==> config.mk <==
export PLATFORM = sky130hd
export DESIGN_NAME = alu_bcd_converter_flat
export DESIGN_NICKNAME = d
export VERILOG_FILES = /design/src/rtl/alu_bcd_converter_pkg.sv /design/src/rtl/alu_bcd_converter_if.sv /design/src/rtl/alu_bcd_converter_bcd_add3.sv /design/src/rtl/alu_bcd_converter.sv /design/src/flat_wrapper.sv
export SDC_FILE = /design/constraint.sdc
export NUM_CORES = 1
export LEC_CHECK = 0
export BUFFER_PORTS_ARGS = -buffer_cell sky130_fd_sc_hd__buf_2
export CORE_MARGIN = 3
export CORE_UTILIZATION = 63
export CTS_CLUSTER_DIAMETER = 80
export DETAILED_ROUTE_END_ITERATION = 12
export HOLD_SLACK_MARGIN = 0.05
export PLACE_DENSITY = 0.86
export SKIP_LAST_GASP = 1
export SLEW_MARGIN = 5
export SYNTH_ARGS = -nofsm -noshare
export SYNTH_HDL_FRONTEND = slang
export SYNTH_SLANG_ARGS = --single-unit
export TNS_END_PERCENT = 1
==> constraint.sdc <==
create_clock -name clk -period 3.1 [get_ports clk]
set_input_delay 0.31 -clock clk [delete_from_list [all_inputs] [get_ports clk]]
set_output_delay 0.31 -clock clk [all_outputs]
set_load 0.02 [all_outputs]
==> src/rtl/alu_bcd_converter_pkg.sv <==
// Shared types and constants for the ALU-result to BCD converter.
package alu_bcd_converter_pkg;

  localparam int unsigned DEF_WIDTH  = 32;
  localparam int unsigned DEF_DIGITS = 10;

  typedef enum logic [1:0] {
    ST_IDLE  = 2'd0,
    ST_SHIFT = 2'd1,
    ST_DONE  = 2'd2
  } state_t;

  // True when DIGITS decimal digits can represent every WIDTH-bit magnitude.
  function automatic bit bcd_digits_ok(input int unsigned digits, input int unsigned width);
    logic [255:0] p;
    p = 256'(1);
    for (int unsigned i = 0; i < digits; i++) p = p * 256'(10);
    return p > (256'(1) << width);
  endfunction

endpackage

==> src/rtl/alu_bcd_converter_if.sv <==
// Valid/ready handshake bundle between the ALU, the converter and the display stage.
interface alu_bcd_converter_if #(
  parameter int unsigned WIDTH  = alu_bcd_converter_pkg::DEF_WIDTH,
  parameter int unsigned DIGITS = alu_bcd_converter_pkg::DEF_DIGITS
);
  logic                  in_valid;
  logic                  in_ready;
  logic [WIDTH-1:0]      bin_in;
  logic                  out_valid;
  logic                  out_ready;
  logic [4*DIGITS-1:0]   bcd_out;
  logic                  sign_out;
  logic                  busy;

  modport master (
    output in_valid, bin_in, out_ready,
    input  in_ready, out_valid, bcd_out, sign_out, busy
  );

  modport slave (
    input  in_valid, bin_in, out_ready,
    output in_ready, out_valid, bcd_out, sign_out, busy
  );
endinterface

==> src/rtl/alu_bcd_converter_bcd_add3.sv <==
// Single BCD digit correction applied before each double-dabble shift.
module alu_bcd_converter_bcd_add3 (
  input  logic [3:0] d,
  output logic [3:0] dig_c
);
  assign dig_c = (d >= 4'd5) ? d + 4'd3 : d;
endmodule

==> src/rtl/alu_bcd_converter.sv <==
// Iterative double-dabble converter: one magnitude bit per cycle, signed-magnitude BCD result.
module alu_bcd_converter
  import alu_bcd_converter_pkg::*;
#(
  parameter int unsigned WIDTH  = DEF_WIDTH,
  parameter int unsigned DIGITS = DEF_DIGITS,
  parameter bit          SIGNED = 1'b1
) (
  input  logic               clk,
  input  logic               rst_n,
  alu_bcd_converter_if.slave bus
);

  localparam int unsigned BCD_W = 4 * DIGITS;
  localparam int unsigned CNT_W = $clog2(WIDTH + 1);

  if (!bcd_digits_ok(DIGITS, WIDTH)) begin : g_digits_check
    $error("alu_bcd_converter: DIGITS too small for WIDTH");
  end

  state_t             state, state_nx;
  logic [CNT_W-1:0]   cnt;
  logic [WIDTH-1:0]   mag;
  logic [BCD_W-1:0]   acc;
  logic [BCD_W-1:0]   acc_adj_c;
  logic [BCD_W-1:0]   acc_shift_c;
  logic               sign_q;
  logic               accept_c;
  logic               last_c;
  logic               in_sign_c;
  logic [WIDTH-1:0]   in_mag_c;

  // Two's complement magnitude; the most negative value maps to 2^(WIDTH-1) unsigned.
  assign in_sign_c = SIGNED & bus.bin_in[WIDTH-1];
  assign in_mag_c  = in_sign_c ? WIDTH'(~bus.bin_in + WIDTH'(1)) : bus.bin_in;

  for (genvar g = 0; g < int'(DIGITS); g++) begin : g_add3
    alu_bcd_converter_bcd_add3 u_add3 (
      .d     (acc[4*g +: 4]),
      .dig_c (acc_adj_c[4*g +: 4])
    );
  end

  assign acc_shift_c = {acc_adj_c[BCD_W-2:0], mag[WIDTH-1]};

  always_ff @(posedge clk) begin
    if (!rst_n) state <= ST_IDLE;
    else        state <= state_nx;
  end

  always_comb begin
    state_nx = state;
    accept_c = 1'b0;
    last_c   = 1'b0;
    case (state)
      ST_IDLE: begin
        if (bus.in_valid) begin
          accept_c = 1'b1;
          state_nx = ST_SHIFT;
        end
      end
      ST_SHIFT: begin
        if (cnt == CNT_W'(1)) begin
          last_c   = 1'b1;
          state_nx = ST_DONE;
        end
      end
      ST_DONE: begin
        if (bus.out_ready) state_nx = ST_IDLE;
      end
      default: state_nx = ST_IDLE;
    endcase
  end

  // Handshake flags registered from the next state so they track the FSM exactly.
  always_ff @(posedge clk) begin
    if (!rst_n) begin
      bus.in_ready  <= 1'b1;
      bus.busy      <= 1'b0;
      bus.out_valid <= 1'b0;
    end else begin
      bus.in_ready  <= (state_nx == ST_IDLE);
      bus.busy      <= (state_nx == ST_SHIFT);
      bus.out_valid <= (state_nx == ST_DONE);
    end
  end

  always_ff @(posedge clk) begin
    if (!rst_n) begin
      cnt          <= '0;
      mag          <= '0;
      acc          <= '0;
      sign_q       <= 1'b0;
      bus.bcd_out  <= '0;
      bus.sign_out <= 1'b0;
    end else if (accept_c) begin
      cnt    <= CNT_W'(WIDTH);
      mag    <= in_mag_c;
      acc    <= '0;
      sign_q <= in_sign_c;
    end else if (state == ST_SHIFT) begin
      cnt <= cnt - CNT_W'(1);
      mag <= {mag[WIDTH-2:0], 1'b0};
      acc <= acc_shift_c;
      if (last_c) begin
        bus.bcd_out  <= acc_shift_c;
        bus.sign_out <= sign_q;
      end
    end
  end

endmodule
==> src/flat_wrapper.sv <==
// flat-port wrapper written by rule: the top's interface ports become plain ports
module alu_bcd_converter_flat import alu_bcd_converter_pkg::*;
#(
  parameter int unsigned WIDTH  = DEF_WIDTH,
  parameter int unsigned DIGITS = DEF_DIGITS,
  parameter bit          SIGNED = 1'b1
)
  (clk, rst_n, bus_in_valid, bus_bin_in, bus_out_ready, bus_in_ready, bus_out_valid, bus_bcd_out, bus_sign_out, bus_busy);
  alu_bcd_converter_if #(.WIDTH(WIDTH), .DIGITS(DIGITS)) bus_i ();
  input  logic clk;
  input  logic rst_n;
  input wire logic [$bits(bus_i.in_valid)-1:0] bus_in_valid;
  input wire logic [$bits(bus_i.bin_in)-1:0] bus_bin_in;
  input wire logic [$bits(bus_i.out_ready)-1:0] bus_out_ready;
  output wire logic [$bits(bus_i.in_ready)-1:0] bus_in_ready;
  output wire logic [$bits(bus_i.out_valid)-1:0] bus_out_valid;
  output wire logic [$bits(bus_i.bcd_out)-1:0] bus_bcd_out;
  output wire logic [$bits(bus_i.sign_out)-1:0] bus_sign_out;
  output wire logic [$bits(bus_i.busy)-1:0] bus_busy;
  assign bus_i.in_valid = bus_in_valid;
  assign bus_i.bin_in = bus_bin_in;
  assign bus_i.out_ready = bus_out_ready;
  assign bus_in_ready = bus_i.in_ready;
  assign bus_out_valid = bus_i.out_valid;
  assign bus_bcd_out = bus_i.bcd_out;
  assign bus_sign_out = bus_i.sign_out;
  assign bus_busy = bus_i.busy;
  alu_bcd_converter #(.WIDTH(WIDTH), .DIGITS(DIGITS), .SIGNED(SIGNED)) u_core (.clk(clk), .rst_n(rst_n), .bus(bus_i));
endmodule
==> qor.txt <==
outcome = completed
Hold Path Sink = u_core.mag[0]
clk_skew = 0.005255 ns
sw frac = 26.06%
Pwr Total = 3.934 mW
average cell area after synthesis = 8.271 µm²
met2 Track Usage GR = 47.98%
# nets final = 891
CTS tree = done
Reg2Reg Setup Slack = 0.95 ns
Remaining DRCs = 0
total gr overflow = 0
io pins = 80
Largest delay share family, worst path = simple AND/OR/NAND/NOR gates
flop and latch count out of synthesis = 125
WL final = 15.19 mm
grt met3 use = 6.623%
largest net degree at the start of global routing = 74
Final Non-Filler Cells = 974
leading area contributor after synthesis = dfxtp_1
relative slew slack = 26.49%
combinational power share = 12.0%
Clock Path Buffers = 2
Final Cycle Share = 69.45%
RSZ-0062 raised after global routing = false
clock group share of total power = 44.2%
Setup WS post-layout = 0.9470 ns
Hold Path Class = primary input to register
Fin Hold WS = 0.08020 ns
ANT nets after route = 0
delay of the slowest critical-path stage = 0.68 ns
area grow syn2layout = 14.78%
post-CTS sizing = 0
core box area = 9819 µm²
clock sinks = 125
Worst EP required = 3.51 ns
synthesized area = 6419 µm²
internal power = 2.909 mW
worst r2r dst = u_core.cnt[1]
Critical-path top delay cell = nand2_2
most common cell after layout, fill and taps aside = nand2_1
r2r startpoint = u_core.state[1]
htree depth = 4
critical-path cell list = nor2_1, nand2_1, buf_4, nand2_2, a211oi_1
Syn. warnings = 0
Yosys cell types = 45
DR iter-0 viols = 349
diode count = 0
top cell type's share of synthesized area = 38.99%
wire length per cell = 15.60 µm
Slew Limit Fails = 0
hold path start = bus_bin_in[0]
DR vias/cell = 5.911
die width = 106.9 µm
Slew @ Worst Pin = 1.099 ns
Fillers = 727
sequential power share = 43.8%
Hold Fails Final Rpt = 0
crit path kind = register to register
syn_nets = 835
# setup viols final = 0
first-pass GRT wire length = 25.05 mm
Worst setup EP type = register
most frequent cells in the layout = nand2_1, dfxtp_1, buf_2
Post-CTS Hold Buffers = 0
Starting Density = 65.37%
antenna violations before repair = 0
power density cells = 534.1 nW/µm²
worst slack, placed = 0.9256 ns
CP Max Fanout = 56
Post-CTS Setup Bufs = 0
ranking of synthesized cells by area = dfxtp_1, nand2_1, a21oi_1
clk root buf = clkbuf_8
P_leak = 3.226 nW
Async SR Flop Fraction = 0%
DP HPWL = 9.580 mm
VDD IR max = 0.0003214 V
total track usage = 27.08%
setup_tns = 0 ns
Pre-antenna DRT Iters = 5
RePlAce Congestion = 0.8681
# port buffers = 79
Setup crit start kind = register
clock latency on the worst-skew pair = 0.53 ns
Num CTS Buffers = 17
row cnt = 36
met1 global-route usage = 31.24%
max_cap viols = 0
Die Ht = 106.9 µm
GRT busiest layer = met2
worst reg-to-reg path cell count = 5
commonest register cell after synthesis = dfxtp_1
vias in the first global route = 5607
CP arrival = 2.57 ns
Tmin final = 2.153 ns
dpl cells = 946
switching pwr = 1.025 mW
Clock Pin Slew Worst Setup and Hold Paths = 0.06 ns
Post-synth EDFFs = 0
Mapped Cells = 776
Hold Path Cell Cnt = 3
Seq/Total Area, Yosys = 38.99%
fmax = 464.5 MHz
buffer and inverter count on the worst path = 1
DR vias = 5757
die area = 11440 µm²
share of cells above drive strength 1 = 15.46%
[layer usage]
metal,vias up,share of wire (%)
met5,-,0
met4,0,2.4
met2,195,50
met1,2726,41
met3,42,5.9
li1,2794,-
[sequential cells by signal, summed over array words and instances (netlist names)]
| name | count |
|---|---|
| u_core.acc | 40 |
| u_core.bus.bcd_out | 40 |
| u_core.bus.busy | 1 |
| u_core.bus.in_ready | 1 |
| u_core.bus.out_valid | 1 |
| u_core.bus.sign_out | 1 |
| u_core.cnt | 6 |
| u_core.mag | 32 |
| u_core.sign_q | 1 |
| u_core.state | 2 |
[synth_stat cells, types with 3 or more instances]
master,count
nor3b_1,18
inv_1,25
nor3_1,4
o211a_1,28
a211oi_1,10
xor2_1,24
o21ai_0,24
ha_1,23
o41ai_1,5
o31ai_1,8
buf_1,6
a21boi_0,28
nor2_1,31
and3_1,3
mux2i_1,22
xnor2_1,19
nand2_1,170
nand3_1,29
dfxtp_1,125
o22ai_1,11
a21oi_1,74
clkbuf_1,40
nand2b_1,11
and2_1,3
o41ai_2,3
nor4_1,5
[power groups by stage]
stage	Combinational, mW	Clock [mW]	Sequential (mW)
finish	0.473	1.74	1.72
floorplan	0.325	0	1.75
CTS	0.469	1.75	1.72
global placement	0.435	0	1.75
detailed placement	0.457	0	1.75
global route	0.520	1.83	1.73
[layout make-up]
type	count	area, µm²	area share (%)
multi-input cells	577	3636	49.35
flip-flops and latches	125	2502	33.97
repair buffers	86	460.4	6.250
clock buffers	20	435.4	5.910
well taps	133	166.4	2.259
inverters	25	93.84	1.274
clock inverters	8	72.57	0.9851
[worst max-delay path by stage]
stage | cells after the start | slack, ns | start | to
2_1_floorplan | 8 | 1.21 | bus_bin_in[0] | u_core.mag[22]
3_3_place_gp | 6 | 0.97 | bus_bin_in[1] | u_core.mag[15]
3_5_place_dp | 6 | 0.93 | bus_bin_in[1] | u_core.mag[17]
4_1_cts | 5 | 0.97 | u_core.state[1] | u_core.acc[36]
5_1_grt | 5 | 0.76 | u_core.state[1] | u_core.acc[12]
6_report | 5 | 0.95 | u_core.state[1] | u_core.cnt[1]
[cells by family after synthesis]
family	Yosys count	synth area share, %
simple gates	292	21.62
compound gates	197	21.03
flops	125	38.99
buf+inv	74	4.581
xor+xnor	43	5.867
fa+ha+maj	23	4.483
mux	22	3.431
[metrics by stage]
step,area [µm²],utilization (%)
finish,7367,75.03
global route,7367,75.03
CTS,7367,75.03
detailed placement,6859,69.85
global placement,6859,69.85
floorplan,6419,-
[tightest hold or removal path: cells and delay by family]
| family | cells | cell delay (ns) |
|---|---|---|
| simple gates | 1 | 0.05 |
| buf+inv | 1 | 0.12 |
| compound gates | 1 | 0.07 |
Note: power is estimated with default switching activity, not from simulation.
